`config.mk`:
```
export PLATFORM = sky130hd
export DESIGN_NAME = blit_dma_engine_flat
export DESIGN_NICKNAME = d
export VERILOG_FILES = /design/src/rtl/blit_dma_if.sv /design/src/rtl/blit_dma_engine.sv /design/src/flat_wrapper.sv
export SDC_FILE = /design/constraint.sdc
export NUM_CORES = 1
export LEC_CHECK = 0
export BUFFER_PORTS_ARGS = -buffer_cell sky130_fd_sc_hd__buf_2
export CAP_MARGIN = 10
export CORE_ASPECT_RATIO = 1.5
export CORE_MARGIN = 4
export CORE_UTILIZATION = 55
export CTS_CLUSTER_DIAMETER = 150
export DETAILED_ROUTE_END_ITERATION = 7
export PLACE_DENSITY = 0.8
export REMOVE_ABC_BUFFERS = 1
export SLEW_MARGIN = 10
export SYNTH_ARGS = -nofsm -noshare
export SYNTH_HDL_FRONTEND = slang
export SYNTH_SLANG_ARGS = --single-unit
```
`constraint.sdc`:
```
create_clock -name clk -period 2.3 [get_ports clk]
set_input_delay 0.345 -clock clk [delete_from_list [all_inputs] [get_ports clk]]
set_output_delay 0.345 -clock clk [all_outputs]
set_load 0.02 [all_outputs]
```
`src/rtl/blit_dma_if.sv`:
```
// Job-control, ROM/RAM and VRAM signal bundle for the blit/DMA engine.
// master = engine side, slave = CPU / memory side.
interface blit_dma_if #(
  parameter int unsigned ADDR_W = 12,
  parameter int unsigned DATA_W = 8,
  parameter int unsigned BPP    = 2,
  parameter int unsigned H_BITS = 7,
  parameter int unsigned V_BITS = 6
);
  logic              start;
  logic              mode;
  logic [ADDR_W-1:0] src_addr;
  logic [ADDR_W-1:0] dst_addr;
  logic [ADDR_W-1:0] length;
  logic              busy;
  logic              done;
  logic [ADDR_W-1:0] rom_addr;
  logic [DATA_W-1:0] rom_dout;
  logic [ADDR_W-1:0] ram_addr;
  logic [DATA_W-1:0] ram_din;
  logic [DATA_W-1:0] ram_dout;
  logic              ram_we;
  logic [H_BITS-1:0] vram_hpos;
  logic [V_BITS-1:0] vram_vpos;
  logic [BPP-1:0]    vram_pixeli;
  logic [BPP-1:0]    vram_pixelo;
  logic              vram_we;
  logic              collision;

  modport master (
    input  start, mode, src_addr, dst_addr, length, rom_dout, ram_dout, vram_pixelo,
    output busy, done, rom_addr, ram_addr, ram_din, ram_we,
           vram_hpos, vram_vpos, vram_pixeli, vram_we, collision
  );

  modport slave (
    output start, mode, src_addr, dst_addr, length, rom_dout, ram_dout, vram_pixelo,
    input  busy, done, rom_addr, ram_addr, ram_din, ram_we,
           vram_hpos, vram_vpos, vram_pixeli, vram_we, collision
  );
endinterface

```
`src/rtl/blit_dma_engine.sv`:
```
// ROM->RAM block copy and packed-pixel RAM->VRAM frame draw engine.
// Optional BLIT_XOR_EN: XOR pixel drawing with sticky collision detection.
module blit_dma_engine #(
  parameter int unsigned ADDR_W = 12,
  parameter int unsigned DATA_W = 8,
  parameter int unsigned BPP    = 2,
  parameter int unsigned H_BITS = 7,
  parameter int unsigned V_BITS = 6
) (
  input logic        clk,
  input logic        rst_n,
  blit_dma_if.master bus
);
  localparam int unsigned PPB   = DATA_W / BPP;
  localparam int unsigned SUB_W = (PPB > 1) ? $clog2(PPB) : 1;
  localparam int unsigned PIX_W = H_BITS + V_BITS;
  localparam logic [SUB_W-1:0] SUB_LAST = SUB_W'(PPB - 1);
  localparam logic [PIX_W-1:0] PIX_LAST = '1;

  typedef enum logic [2:0] {
    IDLE, COPY_PRIME, COPY_RUN, DRAW_FETCH, DRAW_PIXEL, FINISH
  } state_t;

  state_t            state_q, state_n;
  logic [ADDR_W-1:0] src_q, src_n;
  logic [ADDR_W-1:0] dst_q, dst_n;
  logic [ADDR_W-1:0] cnt_q, cnt_n;
  logic [PIX_W-1:0]  pix_q, pix_n;
  logic [SUB_W-1:0]  sub_q, sub_n;
  logic [ADDR_W-1:0] rom_addr_q, rom_addr_n;
  logic [ADDR_W-1:0] ram_addr_q, ram_addr_n;
  logic              ram_we_q, ram_we_n;
  logic              vram_we_q, vram_we_n;
  logic              busy_q, busy_n;
  logic              done_q, done_n;
  logic              coll_q, coll_n;

  logic [BPP-1:0]    pix_new_c;
  logic [BPP-1:0]    pix_out_c;
  logic              hit_c;

  // Pixel sub_q of the current byte, MSB-first
  assign pix_new_c = BPP'(bus.ram_dout >> ((PPB - 1 - 32'(sub_q)) * BPP));

`ifdef BLIT_XOR_EN
  assign pix_out_c = pix_new_c ^ bus.vram_pixelo;
  assign hit_c     = |(pix_new_c & bus.vram_pixelo);
`else
  logic unused_pixelo_c;
  assign unused_pixelo_c = ^bus.vram_pixelo;
  assign pix_out_c       = pix_new_c;
  assign hit_c           = 1'b0;
`endif

  always_ff @(posedge clk or negedge rst_n) begin
    if (!rst_n) begin
      state_q    <= IDLE;
      src_q      <= '0;
      dst_q      <= '0;
      cnt_q      <= '0;
      pix_q      <= '0;
      sub_q      <= '0;
      rom_addr_q <= '0;
      ram_addr_q <= '0;
      ram_we_q   <= 1'b0;
      vram_we_q  <= 1'b0;
      busy_q     <= 1'b0;
      done_q     <= 1'b0;
      coll_q     <= 1'b0;
    end else begin
      state_q    <= state_n;
      src_q      <= src_n;
      dst_q      <= dst_n;
      cnt_q      <= cnt_n;
      pix_q      <= pix_n;
      sub_q      <= sub_n;
      rom_addr_q <= rom_addr_n;
      ram_addr_q <= ram_addr_n;
      ram_we_q   <= ram_we_n;
      vram_we_q  <= vram_we_n;
      busy_q     <= busy_n;
      done_q     <= done_n;
      coll_q     <= coll_n;
    end
  end

  // Next state plus next values of every registered output
  always_comb begin
    state_n    = state_q;
    src_n      = src_q;
    dst_n      = dst_q;
    cnt_n      = cnt_q;
    pix_n      = pix_q;
    sub_n      = sub_q;
    rom_addr_n = rom_addr_q;
    ram_addr_n = ram_addr_q;
    ram_we_n   = 1'b0;
    vram_we_n  = 1'b0;
    busy_n     = busy_q;
    done_n     = 1'b0;
    coll_n     = coll_q;

    case (state_q)
      IDLE: begin
        busy_n = 1'b0;
        if (bus.start) begin
          busy_n = 1'b1;
          coll_n = 1'b0;
          cnt_n  = bus.length;
          dst_n  = bus.dst_addr;
          src_n  = bus.src_addr;
          if (bus.mode) begin
            state_n    = DRAW_FETCH;
            ram_addr_n = bus.src_addr;
            pix_n      = '0;
            sub_n      = '0;
          end else begin
            state_n    = COPY_PRIME;
            rom_addr_n = bus.src_addr;
          end
        end
      end
      // ROM output of the previous cycle is written while the next byte is read
      COPY_PRIME, COPY_RUN: begin
        if (cnt_q == '0) begin
          state_n = FINISH;
          done_n  = 1'b1;
        end else begin
          state_n    = COPY_RUN;
          ram_we_n   = 1'b1;
          ram_addr_n = dst_q;
          dst_n      = dst_q + ADDR_W'(1);
          src_n      = src_q + ADDR_W'(1);
          rom_addr_n = src_q + ADDR_W'(1);
          cnt_n      = cnt_q - ADDR_W'(1);
        end
      end
      DRAW_FETCH: begin
        state_n   = DRAW_PIXEL;
        vram_we_n = 1'b1;
      end
      DRAW_PIXEL: begin
        if (hit_c) coll_n = 1'b1;
        if (sub_q == SUB_LAST) begin
          sub_n = '0;
          if (pix_q == PIX_LAST) begin
            state_n = FINISH;
            done_n  = 1'b1;
          end else begin
            state_n    = DRAW_FETCH;
            ram_addr_n = ram_addr_q + ADDR_W'(1);
            pix_n      = pix_q + PIX_W'(1);
          end
        end else begin
          sub_n     = sub_q + SUB_W'(1);
          pix_n     = pix_q + PIX_W'(1);
          vram_we_n = 1'b1;
        end
      end
      FINISH: begin
        state_n = IDLE;
        busy_n  = 1'b0;
      end
      default: state_n = IDLE;
    endcase
  end

  assign bus.busy        = busy_q;
  assign bus.done        = done_q;
  assign bus.rom_addr    = rom_addr_q;
  assign bus.ram_addr    = ram_addr_q;
  assign bus.ram_we      = ram_we_q;
  assign bus.ram_din     = bus.rom_dout;
  assign bus.vram_hpos   = pix_q[H_BITS-1:0];
  assign bus.vram_vpos   = pix_q[PIX_W-1:H_BITS];
  assign bus.vram_pixeli = pix_out_c;
  assign bus.vram_we     = vram_we_q;
  assign bus.collision   = coll_q;
endmodule

```
`src/flat_wrapper.sv`:
```
// flat-port wrapper written by rule: the top's interface ports become plain ports
module blit_dma_engine_flat 
#(
  parameter int unsigned ADDR_W = 12,
  parameter int unsigned DATA_W = 8,
  parameter int unsigned BPP    = 2,
  parameter int unsigned H_BITS = 7,
  parameter int unsigned V_BITS = 6
)
  (clk, rst_n, bus_start, bus_mode, bus_src_addr, bus_dst_addr, bus_length, bus_rom_dout, bus_ram_dout, bus_vram_pixelo, bus_busy, bus_done, bus_rom_addr, bus_ram_addr, bus_ram_din, bus_ram_we, bus_vram_hpos, bus_vram_vpos, bus_vram_pixeli, bus_vram_we, bus_collision);
  blit_dma_if #(.ADDR_W(ADDR_W), .DATA_W(DATA_W), .BPP(BPP), .H_BITS(H_BITS), .V_BITS(V_BITS)) bus_i ();
  input logic clk;
  input logic rst_n;
  input wire logic [$bits(bus_i.start)-1:0] bus_start;
  input wire logic [$bits(bus_i.mode)-1:0] bus_mode;
  input wire logic [$bits(bus_i.src_addr)-1:0] bus_src_addr;
  input wire logic [$bits(bus_i.dst_addr)-1:0] bus_dst_addr;
  input wire logic [$bits(bus_i.length)-1:0] bus_length;
  input wire logic [$bits(bus_i.rom_dout)-1:0] bus_rom_dout;
  input wire logic [$bits(bus_i.ram_dout)-1:0] bus_ram_dout;
  input wire logic [$bits(bus_i.vram_pixelo)-1:0] bus_vram_pixelo;
  output wire logic [$bits(bus_i.busy)-1:0] bus_busy;
  output wire logic [$bits(bus_i.done)-1:0] bus_done;
  output wire logic [$bits(bus_i.rom_addr)-1:0] bus_rom_addr;
  output wire logic [$bits(bus_i.ram_addr)-1:0] bus_ram_addr;
  output wire logic [$bits(bus_i.ram_din)-1:0] bus_ram_din;
  output wire logic [$bits(bus_i.ram_we)-1:0] bus_ram_we;
  output wire logic [$bits(bus_i.vram_hpos)-1:0] bus_vram_hpos;
  output wire logic [$bits(bus_i.vram_vpos)-1:0] bus_vram_vpos;
  output wire logic [$bits(bus_i.vram_pixeli)-1:0] bus_vram_pixeli;
  output wire logic [$bits(bus_i.vram_we)-1:0] bus_vram_we;
  output wire logic [$bits(bus_i.collision)-1:0] bus_collision;
  assign bus_i.start = bus_start;
  assign bus_i.mode = bus_mode;
  assign bus_i.src_addr = bus_src_addr;
  assign bus_i.dst_addr = bus_dst_addr;
  assign bus_i.length = bus_length;
  assign bus_i.rom_dout = bus_rom_dout;
  assign bus_i.ram_dout = bus_ram_dout;
  assign bus_i.vram_pixelo = bus_vram_pixelo;
  assign bus_busy = bus_i.busy;
  assign bus_done = bus_i.done;
  assign bus_rom_addr = bus_i.rom_addr;
  assign bus_ram_addr = bus_i.ram_addr;
  assign bus_ram_din = bus_i.ram_din;
  assign bus_ram_we = bus_i.ram_we;
  assign bus_vram_hpos = bus_i.vram_hpos;
  assign bus_vram_vpos = bus_i.vram_vpos;
  assign bus_vram_pixeli = bus_i.vram_pixeli;
  assign bus_vram_we = bus_i.vram_we;
  assign bus_collision = bus_i.collision;
  blit_dma_engine #(.ADDR_W(ADDR_W), .DATA_W(DATA_W), .BPP(BPP), .H_BITS(H_BITS), .V_BITS(V_BITS)) u_core (.clk(clk), .rst_n(rst_n), .bus(bus_i));
endmodule
```
After elaboration in Yosys (flattened, before gate mapping)
Index checks and enable logic that the tools add are counted.
{ "word_totals": {"ff_bits": 82, "word_cells": 90, "output_inout_bits": 52} }
{ "classes": {"add_sub_neg": 7, "n_mux": 43, "eq_ne": 14, "n_reduce_logical": 13, "shifts": 1} }
{ "ops": {"columns": ["cell", "n"], "rows": [
  ["two-way mux 12 bit", 13],
  ["case mux 12 bit (2 select lines)", 4],
  ["two-way mux 13 bit", 4],
  ["adder 12 x 1 -> 12 bit (second input constant)", 3],
  ["case mux 12 bit (3 select lines)", 1],
  [">> shifter 8 x 32 -> 2 bit", 1],
  ["case mux 13 bit (2 select lines)", 1],
  ["adder 13 x 1 -> 13 bit (second input constant)", 1],
  ["equality test 13 bit (second input constant)", 1],
  ["logical NOT 12 bit", 1],
  ["two-way mux 3 bit", 4],
  ["case mux 3 bit (4 select lines)", 1],
  ["subtractor 12 x 1 -> 12 bit (second input constant)", 1],
  ["inequality test 2 bit (second input constant)", 5],
  ["two-way mux 2 bit", 4],
  ["AND reduction 4 bit", 2],
  ["two-way mux 1 bit", 7],
  ["equality test 3 x 2 -> 1 bit (second input constant)", 2],
  ["equality test 3 bit (second input constant)", 2],
  ["case mux 1 bit (2 select lines)", 3],
  ["AND reduction 3 bit", 2],
  ["AND reduction 6 bit", 1],
  ["nonzero test 2 bit", 3],
  ["case mux 2 bit (2 select lines)", 1],
  ["10 further kinds", 10]
]} }

Longest topological paths before layout
Gate-level depths: netlist (run 1).
{ "depth": {"ltp_word": 4, "depth_mapped": 8, "depth_no_buf": 7} }

Worst setup path before layout (run 1)
Ideal clock, no wire load.
{ "synth_timing": {"path_type": "register -> register", "startpoint": "reg u_core.pix_q[0]", "endpoint": "reg u_core.pix_q[10]", "setup_slack_ns": 0.295, "stages_incl_launch_ff": 9, "path_buffers": 2, "setup_time_ns": 0.096, "arrival_time_ns": 1.910, "path_cell_list": "dfrtp_1 ha_1 and3_1 clkbuf_1 nand3_1 o21ai_0 clkbuf_1 o21ai_0 o31ai_1"} }
{ "synth_between": {"elab_chain_cells": 4, "elab_cells_between_ends": 7} }
{ "synth_rtl": {"columns": ["element", "line_no", "rtl"], "rows": [
  ["start: declaration", "blit_dma_engine.sv:28", "logic [PIX_W-1:0] pix_q, pix_n;"],
  ["start signal: assignment", "blit_dma_engine.sv:75", "pix_q <= pix_n;"],
  ["adder 13 x 1 -> 13 bit", "blit_dma_engine.sv:152, blit_dma_engine.sv:156", null],
  ["two-way mux 13 bit", "blit_dma_engine.sv:146", "if (pix_q == PIX_LAST) begin"],
  ["two-way mux 13 bit", "blit_dma_engine.sv:144", "if (sub_q == SUB_LAST) begin"],
  ["case mux 13 bit (2 select lines)", "blit_dma_engine.sv:103", "case (state_q)"]
]} }
Parallel ways exist; a longest one is shown, timed or not. The select of a mux whose other input is x is not followed.
A chain may end at the register's enable or synchronous reset.

Worst setup path in the final report (run 1)
{ "layout_timing": {"startpoint": "reg u_core.src_q[0]", "endpoint": "reg u_core.src_q[11]"} }
{ "layout_between": {"elab_chain_cells": 3} }
{ "layout_rtl": {"columns": ["element", "line_no", "rtl"], "rows": [
  ["start: declaration", "blit_dma_engine.sv:25", "logic [ADDR_W-1:0] src_q, src_n;"],
  ["start signal: assignment", "blit_dma_engine.sv:72", "src_q <= src_n;"],
  ["adder 12 x 1 -> 12 bit", "blit_dma_engine.sv:133", "src_n = src_q + ADDR_W'(1);"],
  ["two-way mux 12 bit", "blit_dma_engine.sv:125", "if (cnt_q == '0) begin"],
  ["case mux 12 bit (2 select lines)", "blit_dma_engine.sv:103", null]
]} }
Every way passes these cells. The select of a mux whose other input is x is not followed.

==> out/metrics.csv, run 1 <==
metric,value,unit
kind_of_cell_adding_the_most_delay_to_the_critical_path,simple AND/OR/NAND/NOR gates,
finClkSkew,0.00650,ns
clk_latency,0.34,ns
final_hold_viol_count,10,
drt_first_iter_violations,336,
synth_seq_cells,82,
start_util,56.9,%
synth-warning-count,0,
synth.lib_cells_used.distinct,66,
final_cell_area,5970,µm²
crit_path_max_fanout,8,
worstReg2RegStart,u_core.src_q[0]$_DFFE_PN0P_,
stdcell_count,782,
arrival,2.34,ns
global_route_wire_length_before_repair,24000,µm
grt_pass1_vias,4948,
synth_largest_type_area_fraction,40.6,%
port-buffer-count,90,
clock_tree_from_tritoncts,built,
post-synth-top-count-cell,dfrtp_1,
detail_route.vias_per_cell,6.29,
min_period,2.13,ns
power_leakage,2.67,nW
routabilityCongestion,0.882,
die_y,125,µm
irDropWorstVdd,0.887,mV
setup_viol,0,
largest_net_degree_at_the_start_of_global_routing,43,
routed-via-count,4922,
cts_inserted_buffers,9,
power_density_cells,1710,nW/µm²
synth_edf_count,0,
critical_path.startpoint_type,flop,
critical-path-slowest-cell,dfrtp_1,
failed_checks,negative hold slack,
synth_largest_area_cell,dfrtp_1,
cts.repair_timing.setup_buffer_count,0,
ioPinCount,110,
number_of_maximum_capacitance_constraint_violations,0,
rsz0062_at_grt,no,
clock_transition_time_at_the_flip_flop_clock_pins_of_the_worst_setup_and_hold_paths,0.06,ns
worst_slew_margin_rel,50.5,%
finish.net_count,735,
die_w,86.3,µm
post_synth_instance_area,5050,µm²
slowest_delay,0.58,ns
numClockSinks,82,
drc,0,
synth.top_cells.by_count,"dfrtp_1 (82), a21oi_1 (69), o21ai_0 (68), nand2_1 (49), nor2_1 (43)",
firstDrtPassIters,5,
share_of_synthesized_area_occupied_by_flip_flops_and_latches,40.6,%
htree_num_levels,3,
synth_top_cells_by_area,"dfrtp_1 (41%), a21oi_1 (6.8%), o21ai_0 (6.7%)",
timing.critical_path.buf_inv,0,
core-area,8880,µm²
drt_wl_total,14400,µm
row_count,42,
insertedDiodeCount,0,
postSynth.topFlopCell,dfrtp_1,
fillers,742,
critPathCaptureType,flop,
achievable-frequency,471,MHz
cts.root.buffer_cell,clkbuf_16,
startpoint,u_core.src_q[0]$_DFFE_PN0P_,
die-area,10800,µm²
report.final.slew_viol_count,0,
dpl_cell_area,5710,µm²
syn_area_per_cell,8.70,µm²
cp_data_required_time,2.52,ns
flow.area_growth_from_synthesis,18.1,%
dp_cells,769,
finalCoreUtilization,67.2,%
grt_antenna_before_repair,0,
hold_crit_class,input port to async pin,
status,finished with violations,
critical_path_cell_by_cell,nand3_4 -> or4_4 -> and3_4 -> a211o_1 -> mux2_4,
wire_per_inst,18.4,µm
synth-async-reset-ratio,100,%
hpwl,10400,µm
globalRoute.totalOverflow,0,
final.period_utilization,92.4,%
layout-drive-gt1-share,24.6,%
antenna_left,0,
hold_slack,-0.0130,ns
worst_pin_slew,0.741,ns
track_usage,27.3,%
timing.setup.critical_path_class,flop to flop,
max-clock-path-buffers,2,
post_synth_inst_count,581,
==> flip-flops by register name, summed over array words and instances, names as in the netlist <==
register             count
u_core.bus.rom_addr     12
u_core.sub_q             2
u_core.src_q            12
u_core.bus.ram_we        1
u_core.bus.busy          1
u_core.cnt_q            12
u_core.bus.vram_we       1
u_core.dst_q            12
u_core.bus.ram_addr     12
u_core.pix_q            13
u_core.bus.done          1
u_core.state_q           3
==> report_power, final <==
group,leakage [nW],internal [mW],total (mW),switching (mW)
combinational,1.54,2.53,6.10,3.57
sequential,1.00,2.12,2.86,0.733
clock,0.123,0.706,1.26,0.553
==> per-layer routing <==
layer	share of wire (%)	vias up	GRT usage, %
met2	50	192	45.6
met1	40	2377	34.0
met4	3.1	0	11.3
li1	-	2316	-
met5	0	-	0
met3	6.4	37	5.73
==> layout make-up <==
class	count	area (µm²)	area share, %
clock inverter	4	22.5	0.377
tap	110	138	2.31
multi-input combinational	436	2730	45.7
clock buffer	9	225	3.77
sequential	82	2050	34.4
inverter	15	56.3	0.943
timing repair buffer	126	748	12.5
==> worst register-to-register path: stages, from the launching register on <==
cell     delay [ns]
dfrtp_1        0.58
nand3_4        0.18
or4_4          0.53
and3_4         0.19
a211o_1        0.28
mux2_4         0.26
==> cell usage in the layout, fill, tap and decap left out, drive strengths merged, types with 3 or more instances in the layout <==
| cell type | n |
|---|---|
| o221ai | 4 |
| inv | 15 |
| o2bb2ai | 3 |
| a2bb2oi | 4 |
| and4 | 6 |
| mux2 | 17 |
| and2 | 3 |
| a222oi | 3 |
| a22oi | 3 |
| a31oi | 6 |
| xor2 | 6 |
| o31ai | 11 |
| a22o | 3 |
| clkbuf | 9 |
| o22ai | 13 |
| nand2 | 49 |
| clkinv | 3 |
| o31a | 3 |
| nor3 | 17 |
| nand4 | 13 |
| a211oi | 5 |
| xnor2 | 9 |
| dfrtp | 82 |
| nor4 | 3 |
| a21oi | 69 |
| nand2b | 3 |
| mux2i | 6 |
| ha | 7 |
| o21ai | 70 |
| nor2 | 43 |
| and3 | 8 |
| nor3b | 3 |
| a21o | 5 |
| nand3 | 16 |
| buf | 126 |
==> per-stage QoR <==
step                      hold slack, ns  power (mW)  setup slack (ns)  setup TNS, ns
after global routing              0.0249        11.0            0.0357              0
after global placement             0.365        8.63            0.0240              0
final                            -0.0130        10.2             0.175              0
after CTS                        0.00799        10.1            0.0478              0
after floorplan                   0.0494        6.61            -0.983         -49.44
after detailed placement           0.367        8.86           -0.0509         -0.252
==> cell families after synthesis <==
family	count (synthesis)	share of synthesized area [%]
AOI/OAI and AO/OA	216	25.7
xor gates and xnor gates	15	2.75
buffers and inverters	63	5.89
adders and majority gates	8	1.93
other	1	0.0742
and+or+nand+nor	171	17.0
DFF	82	40.6
muxes	25	6.01
==> timing repair <==
item / CTS / global route
endpoints found under the setup margin: 10 / 32
hold buffers: 0 / 0
resized for setup: 1 / 4
gates cloned: 0 / 0
==> worst paths after layout <==
kind,endpoint,slack [ns],cells past startpoint
hold / removal,u_core.bus.ram_addr[4]$_DFFE_PN0P_,-0.01,1
hold reg to reg,u_core.bus.rom_addr[6]$_DFFE_PN0P_,0.48,1
max in group asynchronous,u_core.cnt_q[4]$_DFFE_PN0P_,1.69,2
setup reg to reg,u_core.src_q[11]$_DFFE_PN0P_,0.17,5
setup / recovery,u_core.src_q[11]$_DFFE_PN0P_,0.17,5
min in group clk,u_core.cnt_q[11]$_DFFE_PN0P_,0.29,3
(Power assumes the default switching activity.)
==> inputs of run 2 (changes only) <==
Settings changed: PLACE_DENSITY 0.8 to 0.81.
==> run 2 against run 1 <==
Effect of this change: the flow now finishes without violations; sequential share of layout area shrank 0.12 points; worst hold slack gained 0.31 ns; critical path depth is the same; non-clock buffer count grew 1; sequential power is essentially flat; largest power group unchanged.
==> out/metrics.csv, run 2 (synthesis gave the netlist of run 1 again) <==
metric,value,unit
track_usage,27.2,%
min_period,2.11,ns
irDropWorstVdd,0.985,mV
cts.repair_timing.setup_buffer_count,0,
finalCoreUtilization,67.5,%
insertedDiodeCount,0,
hold_crit_class,input port to flop,
status,"finished, final reports clean",
power_leakage,2.68,nW
critPathCaptureType,flop,
setup-tns-final,0,ns
final_hold_viol_count,0,
clock_tree_from_tritoncts,built,
critical_path.startpoint_type,flop,
hold_end,u_core.dst_q[5]$_DFFE_PN0P_,
timing.setup.critical_path_class,flop to flop,
timing.critical_path.buf_inv,0,
stdcell_count,784,
wire_per_inst,18.3,µm
kind_of_cell_adding_the_most_delay_to_the_critical_path,simple AND/OR/NAND/NOR gates,
cp_data_required_time,2.52,ns
crit_path_max_fanout,12,
layout-drive-gt1-share,24.6,%
critical-path-slowest-cell,nor4_1,
setup_viol,0,
drc,0,
cts_inserted_buffers,9,
flow.area_growth_from_synthesis,18.5,%
startpoint_of_the_lowest_slack_hold_path,bus_dst_addr[5],
holdPathStages,3,
grt_pass1_vias,5062,
ioPinCount,110,
most_common_cell_after_layout_fill_and_taps_aside,buf_2,
globalRoute.totalOverflow,0,
power_density_cells,1720,nW/µm²
final.period_utilization,91.7,%
row_count,42,
achievable-frequency,474,MHz
number_of_maximum_capacitance_constraint_violations,0,
mostFrequentLayoutCells,"buf_2 (89), dfrtp_1 (82), a21oi_1 (68), o21ai_0 (68), nand2_1 (49)",
rsz0062_at_grt,no,
report.final.slew_viol_count,0,
register_to_register_setup_slack,0.19,ns
die-area,10800,µm²
cts.root.buffer_cell,clkbuf_16,
core-area,8880,µm²
routabilityCongestion,0.906,
htree_num_levels,3,
final_cell_area,5990,µm²
numClockSinks,82,
clk_latency,0.34,ns
worst_slew_margin_rel,52.2,%
antenna_left,0,
global_route_wire_length_before_repair,24000,µm
critical_path_cell_by_cell,nor4_1 -> nand4_2 -> a32oi_1 -> nor2_2 -> mux2_1,
start_util,56.9,%
drt_first_iter_violations,383,
largest_net_degree_at_the_start_of_global_routing,43,
max-clock-path-buffers,2,
port-buffer-count,90,
multi_input_area,2730,µm²
rr_worst_depth,5,
die_y,125,µm
slowest_delay,0.49,ns
largest_register_ffs,13,
arrival,2.33,ns
clock_transition_time_at_the_flip_flop_clock_pins_of_the_worst_setup_and_hold_paths,0.06,ns
drt_wl_total,14400,µm
hpwl,10600,µm
fillers,764,
worst_pin_slew,0.717,ns
top_register,u_core.pix_q,
finish.net_count,736,
dpl_cell_area,5690,µm²
finClkSkew,0.00721,ns
grt_antenna_before_repair,0,
dp_cells,769,
detail_route.vias_per_cell,6.43,
die_w,86.3,µm
firstDrtPassIters,5,
r2r-end,u_core.bus.rom_addr[5]$_DFFE_PN0P_,
worstReg2RegStart,u_core.cnt_q[2]$_DFFE_PN0P_,
routed-via-count,5043,
register_area,2050,µm²
==> run 2: cell types whose count changed in the layout (fill, tap and decap cells not counted), sizes merged <==
cell         previous run  this run
bufinv                  0         1
clkbuf                  9        10
clkinvlp                1         0
dlygate4sd3             0         1
==> run 2: cell type report <==
cell class | count | area share [%]
clock buffer | 10 | 3.82
clock inverter | 4 | 0.752
inverter | 15 | 0.940
multi-input combinational | 436 | 45.5
sequential | 82 | 34.2
tap | 110 | 2.30
timing repair buffer | 127 | 12.4
==> run 2: repair_timing <==
action | CTS | global route
hold buffers | 1 | 0
hold endpoints to repair | 33 | 0
setup endpoints to repair | 6 | 2
gates resized for setup | 2 | 2
==> run 2: worst max path at each step <==
stage	endpoint	slack, ns	cells after the start	from
final	u_core.bus.rom_addr[5]$_DFFE_PN0P_	0.19	5	u_core.cnt_q[2]$_DFFE_PN0P_
after global routing	u_core.bus.rom_addr[5]$_DFFE_PN0P_	0.02	5	u_core.cnt_q[2]$_DFFE_PN0P_
after CTS	u_core.bus.ram_addr[3]$_DFFE_PN0P_	0.19	6	u_core.state_q[2]$_DFFE_PN0P_
after detailed placement	u_core.bus.rom_addr[0]$_DFFE_PN0P_	-0.02	6	u_core.cnt_q[0]$_DFFE_PN0P_
after global placement	u_core.bus.rom_addr[0]$_DFFE_PN0P_	0.04	6	u_core.cnt_q[0]$_DFFE_PN0P_
after floorplan	u_core.src_q[11]$_DFFE_PN0P_	-0.98	4	u_core.state_q[2]$_DFFE_PN0P_
==> run 2: report_power, final <==
| part | total, mW | switching, mW | internal (mW) |
|---|---|---|---|
| logic | 6.06 | 3.55 | 2.51 |
| clock network | 1.39 | 0.566 | 0.823 |
| registers | 2.83 | 0.707 | 2.12 |
| total | 10.3 | 4.82 | 5.46 |
==> run 2: metal layers <==
layer | GRT usage (%) | wire length [µm]
met5 | 0 | 0
met4 | 12.6 | 528
met3 | 5.00 | 869
met2 | 45.3 | 7210
met1 | 33.9 | 5770
==> run 2: stage by stage <==
step                      total power, mW  setup WS (ns)  hold WS [ns]
after global routing                 11.1         0.0162         0.325
after detailed placement             8.80        -0.0219         0.331
after floorplan                      6.61         -0.983        0.0494
after CTS                            10.2          0.191         0.290
final                                10.3          0.191         0.300
after global placement               8.57         0.0440         0.331
==> run 2: worst min-delay path: cells and delay by family <==
family,cells,cell delay [ns]
buffers and inverters,1,0.08
AOI/OAI and AO/OA,2,0.18
